<file path="config.mk">
export PLATFORM = sky130hd
export DESIGN_NAME = neopix_frame_sched
export DESIGN_NICKNAME = d
export VERILOG_FILES = /design/src/rtl/neopix_frame_sched.sv
export SDC_FILE = /design/constraint.sdc
export NUM_CORES = 1
export LEC_CHECK = 0
export BUFFER_PORTS_ARGS = -buffer_cell sky130_fd_sc_hd__buf_4
export CORE_ASPECT_RATIO = 0.9
export CORE_MARGIN = 2
export CORE_UTILIZATION = 35
export CTS_BUF_LIST = sky130_fd_sc_hd__clkbuf_16
export CTS_CLUSTER_DIAMETER = 50
export DETAILED_ROUTE_END_ITERATION = 6
export PLACE_DENSITY = 0.62
export SYNTH_ARGS = -nofsm -noshare
export SYNTH_HDL_FRONTEND = slang
export SYNTH_SLANG_ARGS = --single-unit
</file>
<file path="constraint.sdc">
create_clock -name CLOCK_50 -period 4.41 [get_ports CLOCK_50]
set_input_delay 0.2205 -clock CLOCK_50 [delete_from_list [all_inputs] [get_ports CLOCK_50]]
set_output_delay 0.2205 -clock CLOCK_50 [all_outputs]
set_load 0.05 [all_outputs]
</file>
<file path="src/rtl/neopix_frame_sched.sv">
// neopix_frame_sched
// Assembles SPI bytes into 24-bit {G,R,B} pixel writes and schedules a full
// WS2812 refresh (every pixel, then a latch low-time) after each frame that
// wrote at least one pixel.
//
// Handshakes: rx_valid, rx_frame_end, px_done, wr_en, px_start and frame_done
// are single-cycle strobes with no back-pressure. A strobe is consumed on the
// rising edge where it is high. px_start asks the serializer for px_addr.
// The serializer answers with exactly one px_done, at least one cycle later.
// The buffer write port is always ready, so wr_en is never held off.
//
// dbg_state exposes the refresh FSM: 0 IDLE, 1 REQ, 2 WAIT, 3 LATCH.
module neopix_frame_sched #(
   parameter int  NUM_LEDS     = 4,
   parameter int  LATCH_CYCLES = 2750,
   localparam int AW           = (NUM_LEDS > 1) ? $clog2(NUM_LEDS) : 1
) (
   input  logic          CLOCK_50,
   input  logic          RESET,
   input  logic          rx_valid,
   input  logic [7:0]    rx_data,
   input  logic          rx_frame_end,
   output logic          wr_en,
   output logic [AW-1:0] wr_addr,
   output logic [23:0]   wr_data,
   output logic          px_start,
   output logic [AW-1:0] px_addr,
   input  logic          px_done,
   output logic          latch,
   output logic          frame_done,
   output logic          overflow,
   output logic [1:0]    dbg_state
);

   // Pixel counter must reach NUM_LEDS itself, hence one extra bit.
   localparam int PW = AW + 1;
   localparam int LW = (LATCH_CYCLES > 1) ? $clog2(LATCH_CYCLES) : 1;

   typedef enum logic [1:0] {
      S_IDLE  = 2'd0,
      S_REQ   = 2'd1,
      S_WAIT  = 2'd2,
      S_LATCH = 2'd3
   } state_t;

   state_t        r_state;
   logic [1:0]    r_byte_cnt;
   logic [PW-1:0] r_px_cnt;
   logic [23:0]   r_asm;
   logic          r_wr_en;
   logic [AW-1:0] r_wr_addr;
   logic          r_overflow;
   logic          r_pending;
   logic          r_px_start;
   logic [AW-1:0] r_px_addr;
   logic          r_latch;
   logic [LW-1:0] r_lat_cnt;
   logic          r_frame_done;

   logic          w_accept;
   logic          w_third;
   logic          w_pend_set;
   logic          w_pend_take;

   // A byte is kept only while the strip still has room in this frame.
   assign w_accept    = rx_valid && (r_px_cnt < PW'(NUM_LEDS));
   assign w_third     = w_accept && (r_byte_cnt == 2'd2);
   // A pixel completing on the frame_end cycle still counts as written.
   assign w_pend_set  = rx_frame_end && ((r_px_cnt != '0) || w_third);
   assign w_pend_take = (r_state == S_IDLE) && r_pending;

   // Byte assembly, buffer writes, overflow flag and the pending request.
   // The assembly register doubles as wr_data: after the third shift it
   // holds the finished word for the wr_en cycle.
   always_ff @(posedge CLOCK_50 or posedge RESET) begin
      if (RESET) begin
         r_byte_cnt <= '0;
         r_px_cnt   <= '0;
         r_asm      <= '0;
         r_wr_en    <= 1'b0;
         r_wr_addr  <= '0;
         r_overflow <= 1'b0;
         r_pending  <= 1'b0;
      end else begin
         r_wr_en <= 1'b0;
         if (w_accept) begin
            r_asm <= {r_asm[15:0], rx_data};
            if (w_third) begin
               r_byte_cnt <= 2'd0;
               r_px_cnt   <= r_px_cnt + PW'(1);
               r_wr_en    <= 1'b1;
               r_wr_addr  <= r_px_cnt[AW-1:0];
            end else begin
               r_byte_cnt <= r_byte_cnt + 2'd1;
            end
         end
         if (rx_valid && !w_accept) begin
            r_overflow <= 1'b1;
         end
         // Frame end wins over the counter updates above; the write of a
         // coincident third byte is already registered.
         if (rx_frame_end) begin
            r_byte_cnt <= 2'd0;
            r_px_cnt   <= '0;
         end
         // A new request beats consumption so a frame ending on the same
         // cycle the FSM starts is not lost.
         if (w_pend_set) begin
            r_pending <= 1'b1;
         end else if (w_pend_take) begin
            r_pending <= 1'b0;
         end
      end
   end

   // Refresh FSM: request each pixel in turn, then time the latch low-time.
   always_ff @(posedge CLOCK_50 or posedge RESET) begin
      if (RESET) begin
         r_state      <= S_IDLE;
         r_px_start   <= 1'b0;
         r_px_addr    <= '0;
         r_latch      <= 1'b0;
         r_lat_cnt    <= '0;
         r_frame_done <= 1'b0;
      end else begin
         r_px_start   <= 1'b0;
         r_frame_done <= 1'b0;
         case (r_state)
            S_IDLE: begin
               if (r_pending) begin
                  r_px_addr  <= '0;
                  r_px_start <= 1'b1;
                  r_state    <= S_REQ;
               end
            end
            S_REQ: begin
               r_state <= S_WAIT;
            end
            S_WAIT: begin
               if (px_done) begin
                  if (r_px_addr == AW'(NUM_LEDS - 1)) begin
                     r_lat_cnt <= '0;
                     r_latch   <= 1'b1;
                     r_state   <= S_LATCH;
                  end else begin
                     r_px_addr  <= r_px_addr + AW'(1);
                     r_px_start <= 1'b1;
                     r_state    <= S_REQ;
                  end
               end
            end
            S_LATCH: begin
               if (r_lat_cnt == LW'(LATCH_CYCLES - 1)) begin
                  r_latch      <= 1'b0;
                  r_frame_done <= 1'b1;
                  r_state      <= S_IDLE;
               end else begin
                  r_lat_cnt <= r_lat_cnt + LW'(1);
               end
            end
            default: r_state <= S_IDLE;
         endcase
      end
   end

   assign wr_en      = r_wr_en;
   assign wr_addr    = r_wr_addr;
   assign wr_data    = r_asm;
   assign px_start   = r_px_start;
   assign px_addr    = r_px_addr;
   assign latch      = r_latch;
   assign frame_done = r_frame_done;
   assign overflow   = r_overflow;
   assign dbg_state  = r_state;

endmodule
</file>
==> results.yml <==
setup_path:
  cp-end-kind: "flop"
  cp.depth: 3
  crit_family: "simple AND/OR/NAND/NOR gates"
  worst_setup_path_start_kind: "flop"
  worstRegToRegCells: 3
  reg2reg_from: "r_px_cnt[2]"
  critPathArrivalTime_ns: 2.40
  critical_path_class: "reg2reg"
  r2r_slack_ns: 2.18
  r2r-end: "wr_addr[1]"
  critPathBufInv: 0
  crit_chain: "nand2b_1 -> nor3b_2 -> mux2_2"
  crit_fanout: 29
  crit_slowest_cell: "nor3b_2"
  crit_required_ns: 4.58
  cp_slowest_stage_delay_ns: 0.66
clock_tree:
  root_buffer: "clkbuf_16"
  post-cts-setup-buffers: 0
  cts_tree: "yes"
  htreeDepth: 2
  ctsResizeCount: 0
  cts_sinks: 53
  clk_pin_slew_ns: 0.07
  clk_latency_ns: 0.28
  cts_inserted_buffers: 5
  cts_buffer_depth: 2
  ctsHoldBuffers: 0
logic_synthesis:
  syn_nets: 268
  synth_enable_flop_cells: 0
  synth_area_um2: 2370
  synth_top_area_frac: 0.560
  synth_area_per_cell_um2: 9.47
  synth_top_area_cell: "dfrtp_1"
  synth-seq-cells: 53
  yosysWarnings: 0
  ys_seq_area_frac: 0.560
  postSynth.asyncResetShare: 1.00
  synth_cells: 250
  synth_area_leaders: "dfrtp_1 (56%), nand2_1 (14%), ha_1 (2.6%)"
  yosysUniqueCellTypes: 40
  ys.flop_type: "dfrtp_1"
drt:
  wl_um: 4690
  dr_total_vias: 1838
  post_drt_wl_per_cell_um: 12.1
  antenna_left: 0
  via_per_inst: 4.75
  drcViolationCount: 0
  first_iter_violations: 129
  firstDrtPassIters: 4
timing:
  tightest_slew_ns: 1.06
  hold_viol: 0
  setup_viol: 0
  worst_clock_skew_ns: 0.00424
  min_period_ns: 2.23
  max_freq_mhz: 449
  tns_ns: 0
  final.period_utilization: 0.505
  maxSlewViolCount: 0
  relSlewSlack: 0.293
  rsz0062_at_grt: "false"
  hold_slack_ns: 0.109
placement:
  gp_congestion: 0.785
  numPortBuffers: 47
  placed_area_um2: 2810
  dpl.hpwl_um: 3160
grt:
  grt_use_total: 0.138
  antenna_found_initial: 0
  grt_max_degree: 54
  grt_pass1_vias: 1797
  use_met2: 0.224
  grt_use_met1: 0.186
  grt-ovfl-total: 0
  grt_pass1_wl_um: 8400
  grt_util_met3: 0.0450
  busiest_layer: "met2"
power_and_ir_drop:
  ir_worst_vdd_uv: 244
  finalPower_mw: 1.51
  powerDensity_nw_per_um2: 511
  leakage_nw: 1.48
final_layout:
  final_nets: 314
  area_growth_pct: 24.6
  finish.instance_area_um2: 2950
  drive_above_1_share: 0.229
  fin_util: 0.450
  diodes: 0
job:
  maxCapViolCount: 0
die:
  start_util: 0.361
  ios: 48
  core_region_area_um2: 6550
  die_y_um: 82.0
  chipWidth_um: 90.7
  num_rows: 28
  die-area_um2: 7440
min_path:
  min_path_type: "in2async"
run_status:
  status: "completed"
## layout make-up
type,count,area [µm²]
sequential,53,1330
clock buffer,5,125
tap,90,113
timing repair buffer,49,368
clock inverter,3,15.0
fill,657,3600
inverter,9,33.8
multi-input combinational,178,970
## state kept, by name, indices dropped and copies added, names as in the netlist
signal and flops:
r_px_cnt 3, px_start 1, wr_en 1, latch 1, wr_addr 2, r_lat_cnt 12
r_pending 1, frame_done 1, r_byte_cnt 2, wr_data 24, overflow 1, dbg_state 2
px_addr 2
## synthesized netlist by cell type (2+ instances only)
cell	count
nand2_1	88
a21o_1	4
ha_1	5
dfrtp_1	53
clkbuf_1	9
mux2i_1	4
a31oi_1	7
nand3_1	5
a21oi_1	7
o21ba_2	2
nor3_1	2
o211ai_1	2
o21ai_0	7
nand2b_1	3
o21a_1	2
nand4_1	3
mux2_2	3
nor2_1	13
nand3b_1	2
inv_1	9
## per-layer routing
layer  part of all wire  routed length, µm
met2               0.42               1990
met5                  0                  0
met4             0.0045                 21
met1               0.50               2360
met3              0.067                314
## kinds of logic (layout without fill, tap and decap cells)
logic type               Yosys count  count (layout)  synth area share
XOR/XNOR                           1               1           0.00370
flip-flops                        53              53             0.560
AND/OR/NAND/NOR                  128             128             0.244
adder cells (fa/ha/maj)            5               5            0.0264
buffers and inverters             19              66            0.0301
multiplexers                       7               7            0.0312
AO/OA/AOI/OAI                     37              37             0.105
## worst reg2reg max path: stages, from the launching register on
cell      delay [ns]
dfrtp_1         0.41
nand2b_1        0.64
nor3b_2         0.67
mux2_2          0.39
## metrics by stage
step	setup slack [ns]	std cells
finish	2.18	387
global route	1.99	387
CTS	2.13	387
detailed placement	2.13	379
global placement	2.19	379
floorplan	2.52	250
## cell usage in the layout (no fill, tap or decap), drive strengths merged, types with 3 or more instances in the layout
master / count
nand2: 88
dfrtp: 53
buf: 49
nor2: 13
inv: 11
a21oi: 8
o21ai: 7
a31oi: 7
nand3: 5
ha: 5
clkbuf: 5
mux2i: 4
a21o: 4
nand4: 4
nand2b: 3
mux2: 3
nor3: 3
## power by group
group	internal (mW)	total (mW)	switching, mW
clock	0.206	0.371	0.165
combinational	0.156	0.442	0.286
sequential	0.573	0.694	0.120
## worst max-delay path by stage
stage,start,slack (ns),to
3_5_place_dp,r_px_cnt[2],2.13,wr_addr[1]
6_report,r_px_cnt[2],2.18,wr_addr[1]
2_1_floorplan,px_addr[0],2.52,r_lat_cnt[1]
4_1_cts,r_px_cnt[2],2.13,wr_addr[1]
3_3_place_gp,r_px_cnt[2],2.19,wr_addr[0]
5_1_grt,r_px_cnt[2],1.99,wr_addr[1]
(Power assumes the default switching activity.)
